### src/rtl/fetch_pkg.sv
// Shared types and constants for the instruction fetch stage.
// Latency: none (declarations only).
// Backpressure: not applicable.
package fetch_pkg;

  // Native PC width; the fetch entry layout is built around it.
  localparam int FETCH_XLEN = 64;
  // imem word width.
  localparam int INSTR_W    = 32;
  // Byte distance between sequential fetches.
  localparam int PC_STEP    = 4;

  // One fetched instruction together with the address it came from.
  typedef struct packed {
    logic [FETCH_XLEN-1:0] pc;
    logic [INSTR_W-1:0]    instr;
  } fetch_entry_t;

  // Clears the byte-offset bits so the result is word aligned.
  function automatic logic [FETCH_XLEN-1:0] align_word(input logic [FETCH_XLEN-1:0] addr);
    return addr & ~FETCH_XLEN'(PC_STEP - 1);
  endfunction

endpackage

### src/rtl/fetch_fifo.sv
// Synchronous queue of fetch entries with a single-cycle flush.
// Latency: a pushed entry becomes visible at the head one cycle later (no bypass).
// Backpressure: head held stable until popped; the writer is expected never to push while full.
module fetch_fifo
  import fetch_pkg::*;
#(
  parameter  int DEPTH = 4,
  localparam int AW    = $clog2(DEPTH),
  localparam int CW    = AW + 1
) (
  input  logic          clk_i,
  input  logic          reset_i,
  input  logic          flush_i,
  input  logic          push_i,
  input  fetch_entry_t  push_dat_i,
  input  logic          pop_i,
  output logic          head_vld_o,
  output fetch_entry_t  head_dat_o,
  output logic [CW-1:0] count_o,
  output logic          full_o
);

  fetch_entry_t  r_mem [DEPTH];
  logic [AW-1:0] r_wr_ptr;
  logic [AW-1:0] r_rd_ptr;
  logic [CW-1:0] r_count;

  logic w_empty;
  logic w_full;
  logic w_do_push;
  logic w_do_pop;

  assign w_empty = (r_count == '0);
  assign w_full  = (r_count == CW'(DEPTH));

  // A pop frees the slot the same cycle, so full + pop + push is accepted.
  assign w_do_pop  = pop_i & ~w_empty;
  assign w_do_push = push_i & (~w_full | w_do_pop);

  // Pointer and occupancy bookkeeping; flush simply rewinds everything.
  always_ff @(posedge clk_i) begin
    if (reset_i || flush_i) begin
      r_wr_ptr <= '0;
      r_rd_ptr <= '0;
      r_count  <= '0;
    end else begin
      if (w_do_push) begin
        r_wr_ptr <= r_wr_ptr + AW'(1);
      end
      if (w_do_pop) begin
        r_rd_ptr <= r_rd_ptr + AW'(1);
      end
      case ({w_do_push, w_do_pop})
        2'b10:   r_count <= r_count + CW'(1);
        2'b01:   r_count <= r_count - CW'(1);
        default: r_count <= r_count;
      endcase
    end
  end

  // Entry storage; never read while empty, so it carries no reset.
  always_ff @(posedge clk_i) begin
    if (w_do_push) begin
      r_mem[r_wr_ptr] <= push_dat_i;
    end
  end

  // Head is forced to zero when empty so downstream never sees stale data.
  assign head_vld_o = ~w_empty;
  assign head_dat_o = w_empty ? fetch_entry_t'('0) : r_mem[r_rd_ptr];
  assign count_o    = r_count;
  assign full_o     = w_full;

endmodule

### src/rtl/inst_fetch_unit.sv
// Fetch stage: owns the PC, issues imem reads and queues {pc, instr} pairs for decode.
// Latency: first instr_valid_o two cycles after the first imem request; then one per cycle.
// Backpressure: issue stalls once queued + in-flight entries reach DEPTH; the head holds while !ready.
module inst_fetch_unit
  import fetch_pkg::*;
#(
  // Must equal FETCH_XLEN: queue entries are laid out from the package type.
  parameter int              XLEN     = FETCH_XLEN,
  parameter logic [XLEN-1:0] RESET_PC = '0,
  parameter int              DEPTH    = 4
) (
  input  logic            clk_i,
  input  logic            reset_i,
  input  logic            fetch_en_i,
  output logic            imem_req_o,
  output logic [31:0]     imem_pc_o,
  input  logic [31:0]     imem_instr_i,
  input  logic            redirect_i,
  input  logic [XLEN-1:0] redirect_pc_i,
  output logic            instr_valid_o,
  input  logic            instr_ready_i,
  output logic [31:0]     instr_o,
  output logic [XLEN-1:0] instr_pc_o
);

  localparam int          CW      = $clog2(DEPTH) + 1;
  localparam logic [CW:0] DEPTH_C = (CW + 1)'(DEPTH);

  logic [XLEN-1:0] r_pc;
  logic            r_inflight;
  logic [XLEN-1:0] r_inflight_pc;

  logic [CW-1:0]   w_count;
  logic [CW:0]     w_occupancy;
  logic            w_full;
  logic            w_issue;
  logic            w_push;
  logic            w_pop;
  logic            w_head_vld;
  fetch_entry_t    w_head;
  fetch_entry_t    w_push_dat;

  // Slots already spoken for: entries queued plus the response still on its way.
  assign w_occupancy = {1'b0, w_count} + {{CW{1'b0}}, r_inflight};

  // Issue only when the returning word is guaranteed a queue slot; a redirect
  // cycle never issues because r_pc is about to be replaced. Reset masks the
  // request so imem sees nothing while the stage is being initialised.
  assign w_issue = ~reset_i & fetch_en_i & ~redirect_i & (w_occupancy < DEPTH_C);

  assign imem_req_o = w_issue;
  assign imem_pc_o  = r_pc[31:0];

  // The imem word arriving now belongs to last cycle's request; a redirect discards it.
  assign w_push     = r_inflight & ~redirect_i;
  assign w_push_dat = '{pc: r_inflight_pc, instr: imem_instr_i};

  // Decode's handshake completes even in a redirect cycle; the flush follows it.
  assign w_pop = w_head_vld & instr_ready_i;

  // PC and in-flight tracking; reset beats redirect, redirect beats sequential fetch.
  always_ff @(posedge clk_i) begin
    if (reset_i) begin
      r_pc          <= RESET_PC;
      r_inflight    <= 1'b0;
      r_inflight_pc <= '0;
    end else if (redirect_i) begin
      r_pc       <= align_word(redirect_pc_i);
      r_inflight <= 1'b0;
    end else begin
      r_inflight <= w_issue;
      if (w_issue) begin
        r_pc          <= r_pc + XLEN'(PC_STEP);
        r_inflight_pc <= r_pc;
      end
    end
  end

  fetch_fifo #(
    .DEPTH (DEPTH)
  ) u_queue (
    .clk_i      (clk_i),
    .reset_i    (reset_i),
    .flush_i    (redirect_i),
    .push_i     (w_push),
    .push_dat_i (w_push_dat),
    .pop_i      (w_pop),
    .head_vld_o (w_head_vld),
    .head_dat_o (w_head),
    .count_o    (w_count),
    .full_o     (w_full)
  );

  assign instr_valid_o = w_head_vld;
  assign instr_o       = w_head.instr;
  assign instr_pc_o    = w_head.pc;

  // Credit accounting must keep pushes off a full queue and pops off an empty one.
  always_ff @(posedge clk_i) begin
    if (!reset_i) begin
      assert (!(w_push && w_full && !w_pop))
        else $error("inst_fetch_unit: push into full fetch queue");
      assert (!(w_pop && !w_head_vld))
        else $error("inst_fetch_unit: pop from empty fetch queue");
    end
  end

endmodule

### config.mk
export PLATFORM = sky130hd
export DESIGN_NAME = inst_fetch_unit
export DESIGN_NICKNAME = d
export VERILOG_FILES = /design/src/rtl/fetch_pkg.sv /design/src/rtl/fetch_fifo.sv /design/src/rtl/inst_fetch_unit.sv
export SDC_FILE = /design/constraint.sdc
export NUM_CORES = 1
export LEC_CHECK = 0
export ABC_CLOCK_PERIOD_IN_PS = 9500
export CAP_MARGIN = 15
export CELL_PAD_IN_SITES_DETAIL_PLACEMENT = 1
export CELL_PAD_IN_SITES_GLOBAL_PLACEMENT = 1
export CORE_ASPECT_RATIO = 0.8
export CORE_UTILIZATION = 40
export DETAILED_ROUTE_END_ITERATION = 12
export PLACE_DENSITY = 0.82
export SLEW_MARGIN = 5
export SYNTH_ARGS = -nofsm -noshare
export SYNTH_HDL_FRONTEND = slang
export SYNTH_SLANG_ARGS = --single-unit
### constraint.sdc
create_clock -name clk_i -period 9.5 [get_ports clk_i]
set_clock_uncertainty 0.05 [all_clocks]
set_input_delay 1.9 -clock clk_i [delete_from_list [all_inputs] [get_ports clk_i]]
set_output_delay 1.9 -clock clk_i [all_outputs]
set_load 0.03 [all_outputs]
; ---- Yosys cells after proc, flatten, opt, wreduce, memory -nomap -nowiden
; Memory sizes are Yosys's and may differ from the RTL's. A register that Yosys moved wholly into a read port is not among the register bits.
; Cells that the tools add are included.
[word_totals]
input_bits = 101
mem_bits_rw = 384
regBits = 136
n_memories = 1
output_inout_bits = 130
wordCells = 44
[mem_list]
columns = name, depth, width, read_ports, rd_clocked_by_memory_dff, wr, line_no
row1 = u_queue.r_mem, 4, 96, 1, 1, 1, fetch_fifo.sv:23  ; fetch_entry_t r_mem [DEPTH];
[classes]
n_reduce_logical = 6
n_mux = 8
n_eq_ne = 3
add_sub_neg = 6
bitwise_logic = 12
magnitude_cmp = 1
[ops]
columns = operator, count
row1 = 64-bit 2-to-1 mux, 2
row2 = 96-bit 2-to-1 mux, 1
row3 = 64-bit by 3-bit adder with 64-bit output (second input constant), 1
row4 = 1-bit AND, 7
row5 = 3-bit one-hot mux with 2 select lines, 1
row6 = 2-bit by 1-bit adder with 2-bit output (second input constant), 2
row7 = 3-bit by 1-bit adder with 4-bit output, 1
row8 = 4-bit by 3-bit less-than comparator with 1-bit output (second input constant), 1
row9 = 2-bit 2-to-1 mux, 2
row10 = 1-bit NOT, 4
row11 = 2-bit nonzero test, 2
row12 = 3-bit by 1-bit adder with 3-bit output (second input constant), 1
row13 = 3-bit equality test (second input constant), 1
row14 = 3-bit logical NOT, 1
row15 = 3-bit by 1-bit subtractor with 3-bit output (second input constant), 1
row16 = 2-bit by 1-bit equality test with 1-bit output (second input constant), 1
row17 = 2-bit equality test (second input constant), 1
row18 = 1-bit 2-to-1 mux, 2
row19 = 2-bit AND reduction, 1
row20 = 2-bit OR reduction, 1
row21 = 1-bit logical OR, 1
row22 = 1-bit OR, 1

; ---- Logic depth before layout (Yosys ltp)
; Gate-level depths: netlist of the first run.
[logic_depth]
depth_word = 8
depth_mapped = 8
depth_no_buf = 7

; ---- By module
; From an unflattened synthesis of the first run, not the netlist that was laid out.
[hier_totals]
cells_unflattened = 1529
area_unflattened_um2 = 21336.7
[by_module_without_submodules]
columns = mod, n_inst, area_each_um2, seq_area_each_um2, cells_each
row1 = fetch_fifo, 1, 15054.4, 11711.2, 679
row2 = inst_fetch_unit, 1, 6282.3, 2502.4, 850

; ---- Worst setup path after synthesis of the first run
; Ideal clock, no wire load.
[synth_timing]
path_kind = input -> output
start = in redirect_i
end = out imem_req_o
t_required_ps = 7550
n_path_buf = 3
cell_stages = 6
setup_slack_ps = 4096
arrival_ps = 3454
cell_sequence = clkbuf_1 nor2_1 nand3_1 inv_1 clkbuf_1 buf_1
[synth_via]
elab_chain_cells = 3
[synth_rtl]
columns = item, line_no
row1 = from (decl), inst_fetch_unit.sv:18  ; input logic redirect_i,
row2 = 1-bit NOT (no source line), n/a
row3 = 1-bit AND (2 in a row), inst_fetch_unit.sv:49  ; assign w_issue = ~reset_i & fetch_en_i & ~redirect_i & (w_occupancy < DEPTH_C);
row4 = to (decl), inst_fetch_unit.sv:15  ; output logic imem_req_o,
; Every way passes these cells.

; ---- Final worst setup path of the first run
; Same ends and word-level chain as after synthesis.

==> results of run 1 <==
==> power groups by stage <==
| stage | logic (mW) | clock network (mW) | registers [mW] |
|---|---|---|---|
| 2_1_floorplan | 0.144 | 0 | 2.48 |
| 3_5_place_dp | 0.254 | 0 | 2.50 |
| 6_report | 0.255 | 2.08 | 2.45 |
| 3_3_place_gp | 0.247 | 0 | 2.49 |
| 4_1_cts | 0.256 | 2.12 | 2.45 |
| 5_1_grt | 0.273 | 2.19 | 2.45 |
==> worst max path at each step <==
stage               startpoint          to  cells past startpoint
detailed placement  redirect_i  imem_req_o                      7
finish              redirect_i  imem_req_o                      7
global placement    redirect_i  imem_req_o                      7
CTS                 redirect_i  imem_req_o                      7
floorplan           redirect_i  imem_req_o                      6
global route        redirect_i  imem_req_o                      7
==> layer usage <==
layer / vias up / routed length (µm) / GRT usage
li1: 5950 / - / -
met1: 6863 / 24700 / 0.292
met2: 440 / 26700 / 0.347
met3: 86 / 3140 / 0.0289
met4: 0 / 1370 / 0.0604
met5: - / 0 / 0
==> worst max-delay path, delay by kind of cell <==
family / cells / cell delay (ns)
buf+inv: 5 / 2.58
simple gates: 2 / 0.51
==> final cells by class <==
class / instances / area [µm²]
fill: 5037 / 26000
sequential: 510 / 14000
multi-input combinational: 833 / 6390
timing repair buffer: 239 / 2370
clock buffer: 62 / 1380
tap: 684 / 856
clock inverter: 31 / 339
inverter: 17 / 63.8
==> through the flow <==
stage          setup slack, ns  hold slack (ns)
5_1_grt                   2.29            0.464
3_3_place_gp              2.57            0.419
3_5_place_dp              2.50            0.439
4_1_cts                   2.48            0.450
2_1_floorplan             4.10            0.399
6_report                  2.49            0.448
==> registers in the layout (all words and copies together) (netlist names), named ones only <==
name              flops
u_queue.count_o       3
r_inflight_pc        62
u_queue.r_wr_ptr      2
r_pc                 62
u_queue.r_mem       376
u_queue.r_rd_ptr      2
r_inflight            1
==> Yosys cell counts (all sizes together) (23+ instances only) <==
library cell | n | area, µm²
clkbuf | 60 | 225
a21oi | 87 | 435
mux4 | 94 | 2120
dfxtp | 134 | 2680
nor2 | 56 | 210
edfxtp | 376 | 11300
nor4 | 23 | 195
nand4 | 35 | 246
nand2 | 186 | 698
and2 | 106 | 664
nand3 | 36 | 195
buf | 56 | 348
==> kinds of logic (layout without fill, tap and decap cells) <==
| family | Yosys count | count (layout) |
|---|---|---|
| compound gates | 178 | 178 |
| xor+xnor | 24 | 24 |
| fa+ha+maj | 6 | 6 |
| buf+inv | 133 | 349 |
| flops | 510 | 510 |
| mux | 97 | 97 |
| other cells | 1 | 4 |
| simple gates | 524 | 524 |
==> cell usage in the layout (no fill, tap or decap), types with 9 or more instances in the layout <==
cell type,instances
edfxtp_1,376
clkdlybuf4s50_1,222
nand2_1,186
dfxtp_1,132
and2_1,101
mux4_2,94
a21oi_1,87
nor2_1,56
clkbuf_16,52
nand3_1,32
nand4_1,32
nor4_1,19
and3_1,16
or4_1,16
inv_1,15
buf_4,15
a31oi_1,13
xor2_1,13
a211oi_1,13
nor3_1,11
xnor2_1,11
or3_1,11
o311ai_0,11
a311oi_1,10
clkinv_1,9
==> results.cfg, run 1 <==
[sta]
worst_pin_slew_ns = 1.12
hold_viol = 0
rsz0062_at_grt = false
finalSetupTns_ns = 0
finalCriticalPeriod_ns = 7.01
finalSetupViolCount = 0
maxSlewViolCount = 0
finalCritPeriodShare = 0.738
slew_headroom = 0.255
clock.fmax_mhz = 143

[logic_synthesis]
synthAdderAreaFrac = 0.00394
seq_area_frac_synth = 0.667
synth_seq_cells = 510
ys.warnings.count = 0
muxShareOfSynthArea = 0.102
synth_xor_area_frac = 0.0100
ys.flop_type = edfxtp_1
synth_top_family_by_area = simple AND/OR/NAND/NOR gates
synth_cells = 1473
synth.avg_cell_area_um2 = 14.2
async_flop_share = 0
synth_compound_area_frac = 0.0544
synth-edff-count = 376
synthDistinctLibCells = 65
synth_area_mm2 = 0.0210
yosys.area_share.simple = 0.132

[die]
initial_core_util = 0.408
die_area_mm2 = 0.0533
fp.dieH_um = 207
die_w_um = 258
core_area_mm2 = 0.0514
fp-row-count = 74
io_pins = 231

[worst_hold_path]
worstHoldPathType = reg2reg
hold_depth = 0
worstHoldEndpoint = u_queue.r_mem[3][59]
min_from = r_inflight_pc[27]

[clock_tree]
cts_buffer_depth = 3
cts_root_buf = clkbuf_16
cts_resized = 0
post_cts.repair.setup_buffers = 0
clock-sinks = 510
cts_buffers = 50
hold_buffers = 0
clk_pin_slew_worst_paths_ns = 0.06
insertion_delay_ns = 0.60
cts_tree = yes
ctsHtreeMaxLevel = 2

[worst_setup_path]
path_class = in2out
r2r-start = u_queue.count_o[1]
cp.required_ns = 7.55
cp.arrival_ns = 5.06
ff2ff_setup_slack_ns = 5.95
crit_path_max_incr_delay_ns = 0.77
reg2reg_to = r_pc[41]
crit_fanout = 84
cpMostUsedCell = buf_4
crit_chain = buf_2 > buf_4 > nor2_1 > nand3_4 > buf_4 > inv_2 > clkdlybuf4s50_1
r2r_cells = 8
crit_slowest_cell = buf_4
endpoint_kind = primary output
startpoint_type = primary input

[final_layout]
fin_cells = 2376
final_area_mm2 = 0.0254
drive_gt1_frac = 0.128
nets = 1758
final_util = 0.494
num_antenna_cells = 0
area_delta_synth_final_pct = 21.1

[detailed_routing]
vias_per_cell = 5.61
via_count = 13300
dr.pass1.iters = 5
ant_nets = 0
wire_per_inst_um = 23.6
wl_um = 56000
drc = 0
initialDrtViolationCount = 1011

[power]
power_density_mw_per_mm2 = 188
p_leak_nw = 7.98
switching_share = 0.219
p_clk_frac = 0.434
pwr-share-seq = 0.512
finalPower_mw = 4.78
switchingPower_mw = 1.04
ir_drop_v = 0.000134
p_int_mw = 3.73
combPwrFrac = 0.053

[run]
maxCapViolCount = 0

[global_routing]
grt_pass1_wl_um = 84600
antenna_found_initial = 1
grt_max_degree = 101
overflow = 0
grt_usage = 0.210
first_global_vias = 13800

[placed_design]
dp_cells = 2282
dp_hpwl_um = 35000
io_buffers = 224
place_congestion = 0.821
place_area_mm2 = 0.0236

[outcome]
status = complete, no violations
Note: power is estimated with default switching activity, not from simulation.
==> run 2, diff against run 1 <==
--- a/config.mk
+++ b/config.mk
@@ -5,7 +5,7 @@
 export SDC_FILE = /design/constraint.sdc
 export NUM_CORES = 1
 export LEC_CHECK = 0
-export ABC_CLOCK_PERIOD_IN_PS = 9500
+export ABC_CLOCK_PERIOD_IN_PS = 7400
 export CAP_MARGIN = 15
 export CELL_PAD_IN_SITES_DETAIL_PLACEMENT = 1
 export CELL_PAD_IN_SITES_GLOBAL_PLACEMENT = 1
==> constraint.sdc (replaced) <==
create_clock -name clk_i -period 7.4 [get_ports clk_i]
set_clock_uncertainty 0.05 [all_clocks]
set_input_delay 1.48 -clock clk_i [delete_from_list [all_inputs] [get_ports clk_i]]
set_output_delay 1.48 -clock clk_i [all_outputs]
set_load 0.03 [all_outputs]
==> run 2 against run 1 <==
  * Final area down 0.53%
  * Final cell count about the same
  * Sequential power up 28%
  * Clock power up 19%
  * Critical endpoint is now instr_pc_o[3]
  * Combinational power up 27%
  * Sequential share of layout area up 0.29 points
  * Setup slack worse by 0.14 ns
  * Worst hold slack worse by 0.0037 ns
  * Non-clock buffer count down 1
==> results.cfg, run 2 (same netlist as run 1, synthesis figures left out) <==
[global_routing]
grt_max_degree = 101
use_met1 = 0.297
grt_pass1_wl_um = 86100
overflow = 0
met2_usage = 0.347
antenna_found_initial = 3
top_usage_layer = met2
met3_usage = 0.0386
first_global_vias = 14000
grt_usage = 0.214

[detailed_routing]
dr.pass1.iters = 7
initialDrtViolationCount = 1014
drc = 0
wl_um = 56500
ant_nets = 0
vias_per_cell = 5.65
wire_per_inst_um = 23.8
via_count = 13400

[worst_setup_path]
path_class = reg2out
cp.arrival_ns = 3.52
ff2ff_setup_slack_ns = 4.39
endpoint_kind = primary output
startpoint_type = register
crit_fanout = 67
cp.required_ns = 5.87

[final_layout]
fin_cells = 2374
nets = 1757
largest_reg_flops = 376
largestRegisters = u_queue.r_mem (376), r_inflight_pc (62), r_pc (62)
largest_register = u_queue.r_mem
area_delta_synth_final_pct = 20.4
drive_gt1_frac = 0.125
layout_commonest_cell = edfxtp_1
final_cell_mix = edfxtp_1 (376), clkdlybuf4s50_1 (222), nand2_1 (186)

[die]
fp.dieH_um = 207
fp-row-count = 74
core_area_mm2 = 0.0514
io_pins = 231
die_w_um = 258
die_area_mm2 = 0.0533
initial_core_util = 0.408

[power]
switchingPower_mw = 1.31
ir_drop_v = 0.000154
p_clk_frac = 0.416
combPwrFrac = 0.055
finalPower_mw = 5.94
p_leak_nw = 7.92
p_int_mw = 4.64
switching_share = 0.220
pwr-share-seq = 0.529
power_density_mw_per_mm2 = 235

[clock_tree]
insertion_delay_ns = 0.58
cts_buffers = 50
cts_root_buf = clkbuf_16
cts_resized = 0
hold_buffers = 0
clk_pin_slew_worst_paths_ns = 0.07
cts_tree = yes
cts_buffer_depth = 3
clock-sinks = 510
ctsHtreeMaxLevel = 2
post_cts.repair.setup_buffers = 0

[placed_design]
dp_hpwl_um = 35000
dp_slack_ns = 2.40
io_buffers = 224
place_congestion = 0.815
dp_cells = 2281

[sta]
finalSetupTns_ns = 0
hold_viol = 0
finalCritPeriodShare = 0.682
finalSetupViolCount = 0
worst_pin_slew_ns = 1.16
slew_headroom = 0.226
setup_slack_ns = 2.35
finalCriticalPeriod_ns = 5.05
clock.fmax_mhz = 198
maxSlewViolCount = 0
rsz0062_at_grt = false

[run]
maxCapViolCount = 0

[worst_hold_path]
worstHoldPathType = reg2reg

[outcome]
status = complete, no violations
-- run 2: critical path, cell delays in order, from the launching register on --
cell and delay (ns):
dfxtp_4 1.13, buf_4 0.58, mux4_2 0.39, and2_1 0.18, clkdlybuf4s50_1 0.63
-- run 2: final cells by class --
class	instances	area, µm²
tap	684	856
clock inverter	17	138
inverter	17	63.8
antenna	1	2.50
fill	5074	26100
timing repair buffer	238	2370
sequential	510	14000
multi-input combinational	833	6390
clock buffer	74	1440
-- run 2: worst paths after layout --
path	from	end	cells after the start
setup / recovery	register	instr_pc_o[3]	4
hold / removal	r_pc[63]	r_inflight_pc[63]	2
hold reg to reg	r_pc[63]	r_inflight_pc[63]	2
setup reg to reg	u_queue.count_o[2]	u_queue.r_mem[0][12]	4
-- run 2: per-stage QoR --
step                area (µm²)   util  hold WS [ns]
finish                   25200  0.491         0.445
global route             25200  0.491         0.463
CTS                      25200  0.491         0.432
detailed placement       23600  0.460         0.436
global placement         23600  0.460         0.418
floorplan                21000      -         0.399
-- run 2: routing by layer --
metal | wire [µm] | vias up
met5 | 13 | -
met1 | 25200 | 6915
met4 | 1150 | 2
li1 | - | 5959
met3 | 3530 | 76
met2 | 26700 | 450
-- run 2: power by group through the flow --
stage	Combinational, mW	Clock (mW)	Sequential, mW
floorplan	0.185	0	3.18
CTS	0.327	2.52	3.14
finish	0.324	2.47	3.14
global placement	0.316	0	3.20
detailed placement	0.325	0	3.20
global route	0.348	2.61	3.15
==> run 3, diff against run 2 <==
--- a/config.mk
+++ b/config.mk
@@ -5,14 +5,14 @@
 export SDC_FILE = /design/constraint.sdc
 export NUM_CORES = 1
 export LEC_CHECK = 0
-export ABC_CLOCK_PERIOD_IN_PS = 7400
+export ABC_CLOCK_PERIOD_IN_PS = 4100
 export CAP_MARGIN = 15
 export CELL_PAD_IN_SITES_DETAIL_PLACEMENT = 1
 export CELL_PAD_IN_SITES_GLOBAL_PLACEMENT = 1
 export CORE_ASPECT_RATIO = 0.8
 export CORE_UTILIZATION = 40
 export DETAILED_ROUTE_END_ITERATION = 12
-export PLACE_DENSITY = 0.82
+export PLACE_DENSITY = 0.85
 export SLEW_MARGIN = 5
 export SYNTH_ARGS = -nofsm -noshare
 export SYNTH_HDL_FRONTEND = slang
==> constraint.sdc (replaced) <==
create_clock -name clk_i -period 4.1 [get_ports clk_i]
set_clock_uncertainty 0.05 [all_clocks]
set_input_delay 0.82 -clock clk_i [delete_from_list [all_inputs] [get_ports clk_i]]
set_output_delay 0.82 -clock clk_i [all_outputs]
set_load 0.03 [all_outputs]
==> run 3 against run 2 <==
  * Setup slack worse by 2.1 ns
  * Highest routed layer unchanged
  * Final cell count rose by 0.80%
  * Sequential power rose by 81%
  * Sequential share of layout area fell by 0.66 points
==> results.cfg, run 3 (same netlist as run 1, synthesis figures left out) <==
[power]
ir_drop_v = 0.000270
switchingPower_mw = 2.44
finalPower_mw = 10.8
combPwrFrac = 0.056
p_clk_frac = 0.421
p_leak_nw = 8.06
switching_share = 0.226
pwr-share-seq = 0.523
power_density_mw_per_mm2 = 424
p_int_mw = 8.39

[sta]
finalCritPeriodShare = 0.935
finalSetupViolCount = 0
rsz0062_at_grt = false
clock.fmax_mhz = 261
maxSlewViolCount = 0
finalSetupTns_ns = 0
hold_viol = 0
finalCriticalPeriod_ns = 3.83
slew_headroom = 0.317
worst_pin_slew_ns = 1.02

[die]
fp.dieH_um = 207
fp-row-count = 74
initial_core_util = 0.408
die_area_mm2 = 0.0533
die_w_um = 258
io_pins = 231
core_area_mm2 = 0.0514

[clock_tree]
clk_pin_slew_worst_paths_ns = 0.07
insertion_delay_ns = 0.59
ctsHtreeMaxLevel = 2
hold_buffers = 0
cts_root_buf = clkbuf_16
cts_buffers = 50
post_cts.repair.setup_buffers = 0
cts_resized = 0
cts_buffer_depth = 3
clock-sinks = 510
cts_tree = yes

[outcome]
status = complete, no violations

[worst_setup_path]
crit_fanout = 26
crit_slowest_cell = dfxtp_4
endpoint_kind = primary output
r2r-start = r_pc[2]
cp_num_cells = 4
ff2ff_setup_slack_ns = 1.18
startpoint_type = register
critical-path-top-delay-family = buffers and inverters
path_class = reg2out
crit_path_max_incr_delay_ns = 0.66
critPathBufInv = 2
cp.required_ns = 3.23
reg2reg_to = r_pc[56]
cp.arrival_ns = 2.96
r2r_cells = 6
crit_chain = buf_12 > mux4_2 > and2_1 > clkdlybuf4s50_1
crit_end = instr_pc_o[32]

[detailed_routing]
ant_nets = 0
vias_per_cell = 5.66
wl_um = 58100
wire_per_inst_um = 24.3
drc = 0
via_count = 13600
dr.pass1.iters = 5
initialDrtViolationCount = 1008

[worst_hold_path]
worstHoldPathType = reg2reg

[global_routing]
grt_usage = 0.220
grt_pass1_wl_um = 87900
antenna_found_initial = 5
first_global_vias = 14100
grt_max_degree = 131
overflow = 0

[final_layout]
largestRegisters = u_queue.r_mem (376), r_inflight_pc (62), r_pc (62)
nets = 1774
area_delta_synth_final_pct = 21.9
layout_commonest_cell = edfxtp_1
drive_gt1_frac = 0.139
final_cell_mix = edfxtp_1 (376), clkdlybuf4s50_1 (221), nand2_1 (186)
largest_register = u_queue.r_mem
largest_reg_flops = 376

[run]
maxCapViolCount = 0

[placed_design]
dp_hpwl_um = 37400
place_congestion = 0.865
io_buffers = 224
## run 3: cell count changes in the layout (fill, tap and decap cells not counted)
| cell | change |
|---|---|
| clkbuf_4 | -4 |
| bufinv_16 | +1 |
| clkinv_1 | +1 |
| inv_6 | +1 |
| clkbuf_1 | -7 |
| buf_4 | +5 |
| clkinv_2 | +7 |
| buf_2 | +1 |
| clkinvlp_4 | +2 |
| clkinv_4 | +2 |
| clkdlybuf4s50_1 | -1 |
| buf_16 | -1 |
| clkbuf_8 | -1 |
| buf_12 | +13 |
## run 3: final cells by class
cell class | count | area [µm²]
clock inverters | 31 | 248
clock buffers | 62 | 1370
well taps | 684 | 856
flip-flops and latches | 510 | 14000
fillers | 5052 | 25800
multi-input cells | 833 | 6390
repair buffers | 255 | 2640
diodes | 1 | 2.50
inverters | 17 | 63.8
## run 3: power by group through the flow
| stage | Combinational, mW | Clock, mW | Sequential (mW) |
|---|---|---|---|
| finish | 0.603 | 4.56 | 5.67 |
| global route | 0.645 | 4.85 | 5.68 |
| CTS | 0.607 | 4.66 | 5.67 |
| detailed placement | 0.604 | 0 | 5.78 |
| global placement | 0.587 | 0 | 5.77 |
| floorplan | 0.334 | 0 | 5.74 |
## run 3: per-layer routing
metal	part of all wire	vias to the layer above	GRT usage
li1	-	5974	-
met1	0.41	6933	0.288
met2	0.48	534	0.365
met3	0.077	106	0.0455
met4	0.030	6	0.0780
met5	0.00059	-	0
## run 3: worst min path at each step
| stage | start | endpoint | slack, ns | cells past startpoint |
|---|---|---|---|---|
| after floorplan | r_pc[56] | r_inflight_pc[56] | 0.40 | 2 |
| after global placement | r_inflight_pc[25] | u_queue.r_mem[1][57] | 0.42 | 0 |
| after detailed placement | r_inflight_pc[2] | r_inflight_pc[2] | 0.44 | 2 |
| after CTS | r_inflight_pc[2] | r_inflight_pc[2] | 0.45 | 2 |
| after global routing | r_inflight_pc[50] | u_queue.r_mem[2][82] | 0.47 | 0 |
| final | r_inflight_pc[46] | u_queue.r_mem[1][78] | 0.45 | 0 |
## run 3: stage by stage
step	hold WS [ns]	setup WS (ns)	utilization	cells	cell area, µm²
finish	0.449	0.266	0.497	2393	25500
global route	0.468	0.0960	0.497	2392	25500
CTS	0.449	0.168	0.497	2391	25500
detailed placement	0.440	0.804	0.466	2298	23900
global placement	0.418	0.844	0.466	2298	23900
floorplan	0.399	0.856	-	1476	21000
